$ cat src/rtl/mc_ctrl.sv
// Multi-cycle control FSM for the MIPS-subset datapath: decodes opcode/funct and
// sequences fetch, decode, execute, memory and writeback with all datapath controls.
//
// state  | meaning
// -------+-----------------------------------------------------------
// FETCH  | PC <= PC+4 and IR <= mem[PC]
// DCD    | decode opcode/funct, no writes
// EXE    | ALU operation for arithmetic, logic and address calculation
// MEM_RD | data memory read for lw
// MEM_WR | data memory write for sw
// WB     | register file writeback, suppressed after an addi overflow
// BR     | beq compare and conditional PC update
// JMP    | j/jal/jr PC update, jal also links into $31
module mc_ctrl #(
  parameter bit NONE_ILLEGAL_TO_FETCH = 1'b1
) (
  input  logic       clk,
  input  logic       rst_n,
  input  logic [5:0] opcode,
  input  logic [5:0] funct,
  input  logic       zero,
  input  logic       overflow,
  output logic       PCWr,
  output logic       IRWr,
  output logic       RegWr,
  output logic       DMWr,
  output logic [1:0] NPCOp,
  output logic       ALUSrcB,
  output logic [1:0] ExtOp,
  output logic [1:0] RegDst,
  output logic [1:0] WDSel,
  output logic [3:0] AluCtrl,
  output logic [2:0] state
);

  typedef enum logic [2:0] {
    FETCH  = 3'd0,
    DCD    = 3'd1,
    EXE    = 3'd2,
    MEM_RD = 3'd3,
    MEM_WR = 3'd4,
    WB     = 3'd5,
    BR     = 3'd6,
    JMP    = 3'd7
  } state_t;

  localparam logic [3:0] ALU_ADDU = 4'b0000;
  localparam logic [3:0] ALU_SUBU = 4'b0001;
  localparam logic [3:0] ALU_OR   = 4'b0010;
  localparam logic [3:0] ALU_BB   = 4'b0011;
  localparam logic [3:0] ALU_ADD  = 4'b0101;
  localparam logic [3:0] ALU_LT   = 4'b0110;

  state_t cur, nxt;
  logic   ov_q;

  logic is_r, i_addu, i_subu, i_slt, i_jr;
  logic i_ori, i_lui, i_addi, i_lw, i_sw, i_beq, i_j, i_jal;
  logic go_exe, go_jmp;

  assign is_r   = (opcode == 6'b000000);
  assign i_addu = is_r && (funct == 6'b100001);
  assign i_subu = is_r && (funct == 6'b100011);
  assign i_slt  = is_r && (funct == 6'b101010);
  assign i_jr   = is_r && (funct == 6'b001000);
  assign i_ori  = (opcode == 6'b001101);
  assign i_lui  = (opcode == 6'b001111);
  assign i_addi = (opcode == 6'b001000);
  assign i_lw   = (opcode == 6'b100011);
  assign i_sw   = (opcode == 6'b101011);
  assign i_beq  = (opcode == 6'b000100);
  assign i_j    = (opcode == 6'b000010);
  assign i_jal  = (opcode == 6'b000011);

  assign go_exe = i_addu | i_subu | i_slt | i_ori | i_lui | i_addi | i_lw | i_sw;
  assign go_jmp = i_j | i_jal | i_jr;
  assign state  = cur;

  always_ff @(posedge clk) begin
    if (!rst_n) begin
      cur  <= FETCH;
      ov_q <= 1'b0;
    end else begin
      cur <= nxt;
      if (cur == EXE) ov_q <= i_addi & overflow;
    end
  end

  // ALU setup shared by EXE and the memory states that must hold the address.
  logic [3:0] exe_alu;
  logic       exe_srcb;
  logic [1:0] exe_ext;

  always_comb begin
    exe_alu  = ALU_ADDU;
    exe_srcb = 1'b0;
    exe_ext  = 2'b00;
    if (i_subu) exe_alu = ALU_SUBU;
    if (i_slt)  exe_alu = ALU_LT;
    if (i_ori) begin
      exe_alu  = ALU_OR;
      exe_srcb = 1'b1;
    end
    if (i_lui) begin
      exe_alu  = ALU_BB;
      exe_srcb = 1'b1;
      exe_ext  = 2'b10;
    end
    if (i_addi) begin
      exe_alu  = ALU_ADD;
      exe_srcb = 1'b1;
      exe_ext  = 2'b01;
    end
    if (i_lw || i_sw) begin
      exe_srcb = 1'b1;
      exe_ext  = 2'b01;
    end
  end

  always_comb begin
    nxt     = cur;
    PCWr    = 1'b0;
    IRWr    = 1'b0;
    RegWr   = 1'b0;
    DMWr    = 1'b0;
    NPCOp   = 2'b00;
    ALUSrcB = 1'b0;
    ExtOp   = 2'b00;
    RegDst  = 2'b00;
    WDSel   = 2'b00;
    AluCtrl = 4'b0000;
    case (cur)
      FETCH: begin
        PCWr = 1'b1;
        IRWr = 1'b1;
        nxt  = DCD;
      end
      DCD: begin
        if (go_exe)                     nxt = EXE;
        else if (i_beq)                 nxt = BR;
        else if (go_jmp)                nxt = JMP;
        else if (NONE_ILLEGAL_TO_FETCH) nxt = FETCH;
        else                            nxt = DCD;
      end
      EXE: begin
        AluCtrl = exe_alu;
        ALUSrcB = exe_srcb;
        ExtOp   = exe_ext;
        nxt     = i_lw ? MEM_RD : (i_sw ? MEM_WR : WB);
      end
      MEM_RD: begin
        AluCtrl = exe_alu;
        ALUSrcB = exe_srcb;
        ExtOp   = exe_ext;
        nxt     = WB;
      end
      MEM_WR: begin
        AluCtrl = exe_alu;
        ALUSrcB = exe_srcb;
        ExtOp   = exe_ext;
        DMWr    = 1'b1;
        nxt     = FETCH;
      end
      WB: begin
        RegWr  = ~ov_q;
        RegDst = is_r ? 2'b01 : 2'b00;
        WDSel  = i_lw ? 2'b01 : 2'b00;
        nxt    = FETCH;
      end
      BR: begin
        AluCtrl = ALU_SUBU;
        NPCOp   = 2'b01;
        PCWr    = zero;
        nxt     = FETCH;
      end
      JMP: begin
        PCWr  = 1'b1;
        NPCOp = i_jr ? 2'b11 : 2'b10;
        if (i_jal) begin
          RegWr  = 1'b1;
          RegDst = 2'b10;
          WDSel  = 2'b10;
        end
        nxt = FETCH;
      end
      default: nxt = FETCH;
    endcase
    if (!rst_n) begin
      PCWr    = 1'b0;
      IRWr    = 1'b0;
      RegWr   = 1'b0;
      DMWr    = 1'b0;
      NPCOp   = 2'b00;
      ALUSrcB = 1'b0;
      ExtOp   = 2'b00;
      RegDst  = 2'b00;
      WDSel   = 2'b00;
      AluCtrl = 4'b0000;
    end
  end

endmodule

$ cat config.mk
export PLATFORM = sky130hd
export DESIGN_NAME = mc_ctrl
export DESIGN_NICKNAME = d
export VERILOG_FILES = /design/src/rtl/mc_ctrl.sv
export SDC_FILE = /design/constraint.sdc
export NUM_CORES = 1
export LEC_CHECK = 0
export ABC_AREA = 1
export CORE_UTILIZATION = 32
export DETAILED_ROUTE_END_ITERATION = 7
export PLACE_DENSITY = 0.81
export SLEW_MARGIN = 15
export SYNTH_ARGS = -nofsm -noshare
export SYNTH_HDL_FRONTEND = slang
export SYNTH_SLANG_ARGS = --single-unit
$ cat constraint.sdc
create_clock -name clk -period 1.2 [get_ports clk]
set_clock_uncertainty 0.15 [all_clocks]
set_input_delay 0.12 -clock clk [delete_from_list [all_inputs] [get_ports clk]]
set_output_delay 0.12 -clock clk [all_outputs]
set_load 0.005 [all_outputs]
# --- Word-level counts from Yosys, hierarchy flattened ---
# Cells that the tools add are included.
totals:
  register_bits: 4
  input_bits: 16
  out_inout_bits: 20
  wordCells: 85
op_classes:
  n_eq_ne: 19
  muxes: 43
  bitwise_logic: 11
  n_reduce_logical: 10
ops:
  columns: ["operator", "count"]
  rows:
  - ["$eq 6x6->1 const B", 5]
  - ["$eq 6x4->1 const B", 4]
  - ["$mux 4", 5]
  - ["$mux 1", 18]
  - ["$mux 2", 9]
  - ["$pmux 3 s5", 1]
  - ["$eq 3x3->1 const B", 4]
  - ["$eq 6x2->1 const B", 2]
  - ["$mux 3", 4]
  - ["$pmux 2 s2", 3]
  - ["$or 1x1->1", 9]
  - ["$pmux 4 s2", 1]
  - ["$eq 3x2->1 const B", 2]
  - ["$eq 6x3->1 const B", 1]
  - ["$logic_not 6->1", 1]
  - ["$logic_and 1x1->1", 4]
  - ["$pmux 1 s2", 2]
  - ["$reduce_or 4->1", 1]
  - ["$eq 3x1->1 const B", 1]
  - ["$logic_not 3->1", 1]
  - ["$reduce_or 3->1", 1]
  - ["$reduce_or 2->1", 1]
  - ["$and 1x1->1", 1]
  - ["$logic_or 1x1->1", 1]
  - ["$not 1->1", 1]

# --- Longest topological paths before layout ---
depth:
  ltp_word: 11
  mapped_depth: 9
  mapped_depth_nobuf: 9

# --- Worst setup path after synthesis ---
# No wires, ideal clock.
synth_path:
  path_kind: "flip-flop to output port"
  from: "reg cur[2] (netlist: state[2])"
  to: "out RegWr"
  arrival_ns: 1.136
  t_required_ns: 0.930
  path_slack_ns: -0.206
  stages_incl_launch_ff: 7
  n_path_buf: 0
  cell_sequence: "dfxtp_1 > inv_2 > nor3_2 > inv_2 > nor2_4 > and3_4 > o21bai_2"
synth_between:
  elab_chain_cells: 3
  elab_cells_between_ends: 4
synth_rtl:
  columns: ["element", "line_no", "text"]
  rows:
  - ["from (decl)", "54", "state_t cur, nxt;"]
  - ["from (signal assigned)", "84", "cur <= nxt;"]
  - ["$eq 3x3->1", "132", "case (cur)"]
  - ["$pmux 1 s2 *", "132", null]
  - ["$mux 1 *", "188", "if (!rst_n) begin"]
  - ["to (decl)", "25", "output logic RegWr,"]
# Every way passes the cells marked *; elsewhere a longest branch is shown, timed or not.

# --- Worst setup path in the final report ---
layout_path:
  from: "reg cur[2] (netlist: state[2])"
  to: "out ExtOp[1]"
layout_between:
  elab_chain_cells: 4
  elab_cells_between_ends: 6
layout_rtl:
  columns: ["element", "line_no", "text"]
  rows:
  - ["$eq 3x2->1 / $eq 3x3->1 (equally long branches)", "132", null]
  - ["$reduce_or 3->1 (no line) *", null, null]
  - ["$mux 2 *", "132", null]
  - ["$mux 2 *", "188", null]
  - ["to (decl)", "29", "output logic [1:0] ExtOp,"]
# Marked as above.

==> flow_summary.toml <==
[clocking]
ctsHoldBuffers = 0
cts.sinks = 4
clk_pin_slew_worst_paths_ns = 0.05
clockBufferDepth = 2
cts_tree = "yes"
htreeDepth = 1
cts_buffers = 3
clk-insertion-delay-late_ns = 0.25
cts-root-buf = "clkbuf_4"

[die]
die_w_um = 44.50
core_sq_mm = 0.001594
die_h_um = 44.50
num_rows = 14
dieArea_sq_mm = 0.001980
io_pins = 36
initial_utilization = 0.3626

[timing]
final.min_clock_period_ns = 1.777
drv_slew = 0
fin_hold_ws_ns = 0.2267
setup_viol = 21
period_share = 1.480
hold_viol_final = 0
rsz0062_at_grt = "true"
fmax_mhz = 562.9
fin_ws_ns = -0.5765

[power_and_ir_drop]
sw_frac_of_total = 0.3666
p_seq_frac = 0.231
intPower_uw = 389.8
max-vdd-ir-drop_v = 0.0006109
switching_power_uw = 225.6
p_comb_frac = 0.442
power_density_mw_per_mm2 = 431.4
clock_power_share = 0.327
p_leak_nw = 0.7736

[layout]
fin_nets = 211
fillerInstances = 67
syn2layout_area_growth_pct = 146.8
seq_area_sq_um = 91.34
multi_input_area_sq_um = 526.8
antenna_cells = 0
drive_above_1_share = 0.6031

[routing]
drc = 0
drt-total-wl_mm = 4.060
first_pass_iters = 5
drt_iter0_drc = 107
dr_total_vias = 1232
postRouteAntennaNets = 0
routedWlPerCell_um = 18.62
via_per_inst = 5.651

[worst_setup_path]
crit_fanout = 4
required_ns = 0.93
worstPathArrival_ns = 1.51
end_kind = "output port"
ff2ff_setup_slack_ns = -0.39
critPathKind = "register to output port"
startpoint_type = "register"

[logic_synthesis]
ys_types = 22
synth_top_cells_by_count = "nor2_1 (24), nand2_1 (23), inv_1 (15), a21oi_1 (8), nand3_1 (8)"
synthArstFlopShare = 0
yosysSeqAreaShare = 0.1385
synthFlopType = "dfxtp_1"
yosysWarnings = 0
syn-num-nets = 128
yosys-top-cells-area = "nor2_1 (16%), nand2_1 (15%), dfxtp_1 (14%)"
syn-instance-count = 112
synth_top_area_share = 0.1558
synth_area_leader_cell = "nor2_1"
synth_edf_count = 0
synth_area_sq_um = 578.1
yosysMostFrequentCell = "nor2_1"
synth_seq_cells = 4
avgSynthCellArea_sq_um = 5.161

[global_route]
antenna_found_initial = 0
grt_max_degree = 6
grt_overflow = 0
grt_pass1_wl_mm = 4.836
grt_usage = 0.3367
grt_pass1_vias = 1107

[outcome]
status = "finished, violations left"
violations = "negative setup slack"

[placed_design]
post-place-ws_ns = -0.9599
dpl.hpwl_mm = 1.726
portBuffers = 34
routabilityCongestion = 0.9291

[min_path]
min_path_type = "input pin to register"

[flow_run]
cap_violations = 0
## logic make-up (layout without fill, tap and decap cells)
kind of cell,Yosys count,count (layout),synth area share
simple gates,68,68,0.5368
buf+inv,24,106,0.1688
compound gates,15,15,0.1494
flops,4,4,0.1385
other cells,1,1,0.006487
## state kept, by name, indices dropped and copies added (netlist names)
signal	flops
ov_q	1
state	3
## worst max-delay path, stage by stage (launching register included)
cell	delay (ns)
dfxtp_4	0.36
buf_6	0.13
nor2_4	0.13
a21oi_2	0.06
nor2_2	0.15
buf_6	0.15
inv_6	0.04
nor3_2	0.11
buf_2	0.14
## area by class of cell
type | count | share of cell area
timing repair buffer | 80 | 0.4623
multi-input combinational | 84 | 0.3693
inverter | 22 | 0.06491
sequential | 4 | 0.06403
tap | 24 | 0.02105
clock buffer | 4 | 0.01842
## what timing repair did
item / 4_1_cts / 5_1_grt
setup endpoints to repair: 23 / 22
pin swaps: 15 / 10
gates resized for setup: 104 / 47
buffers inserted: 19 / 5
## per-stage QoR
step | setup TNS [ns] | power (mW) | cell area, sq um | utilization | cells
5_1_grt | -9.794 | 0.6466 | 1426 | 0.8948 | 218
3_5_place_dp | -14.12 | 0.3430 | 1127 | 0.7072 | 193
3_3_place_gp | -13.28 | 0.3385 | 1127 | 0.7072 | 193
6_report | -8.955 | 0.6154 | 1426 | 0.8948 | 218
4_1_cts | -7.452 | 0.5716 | 1334 | 0.8367 | 215
2_1_floorplan | -0.1786 | 0.2123 | 584.3 | - | 112
## path summary, 6_finish.rpt
kind / to / startpoint / depth (start not counted)
max: ExtOp[1] / state[2]$_SDFF_PN0_ / 8
min: state[0]$_SDFF_PN0_ / opcode[1] / 5
max reg2reg: state[1]$_SDFF_PN0_ / state[0]$_SDFF_PN0_ / 7
min reg2reg: ov_q$_SDFFE_PN0P_ / ov_q$_SDFFE_PN0P_ / 2
## cell usage in the layout, fill, tap and decap left out, drive strengths merged
| cell type | count |
|---|---|
| buf | 61 |
| nor2 | 27 |
| nand2 | 23 |
| inv | 22 |
| clkbuf | 11 |
| nand3 | 8 |
| a21oi | 8 |
| clkdlybuf4s50 | 7 |
| nand4 | 5 |
| dfxtp | 4 |
| o21ai | 3 |
| nor3 | 3 |
| dlygate4sd2 | 2 |
| dlymetal6s2s | 2 |
| o31ai | 1 |
| nand3b | 1 |
| o22ai | 1 |
| and3 | 1 |
| o21bai | 1 |
| a31oi | 1 |
| conb | 1 |
| clkdlybuf4s15 | 1 |
## per-layer routing
metal | vias to the layer above | routed length (um) | global-route usage
met4 | 0 | 295 | 0.1818
met2 | 129 | 1881 | 0.5529
met3 | 43 | 403 | 0.09796
met1 | 539 | 1480 | 0.3908
met5 | - | 0 | 0
li1 | 521 | - | -
## power by group through the flow
stage	clock network (mW)	logic, mW	registers [mW]
floorplan	0	0.0673	0.145
global placement	0	0.195	0.144
detailed placement	0	0.199	0.144
CTS	0.202	0.230	0.140
global route	0.220	0.285	0.142
finish	0.201	0.272	0.142
(Power assumes the default switching activity.)
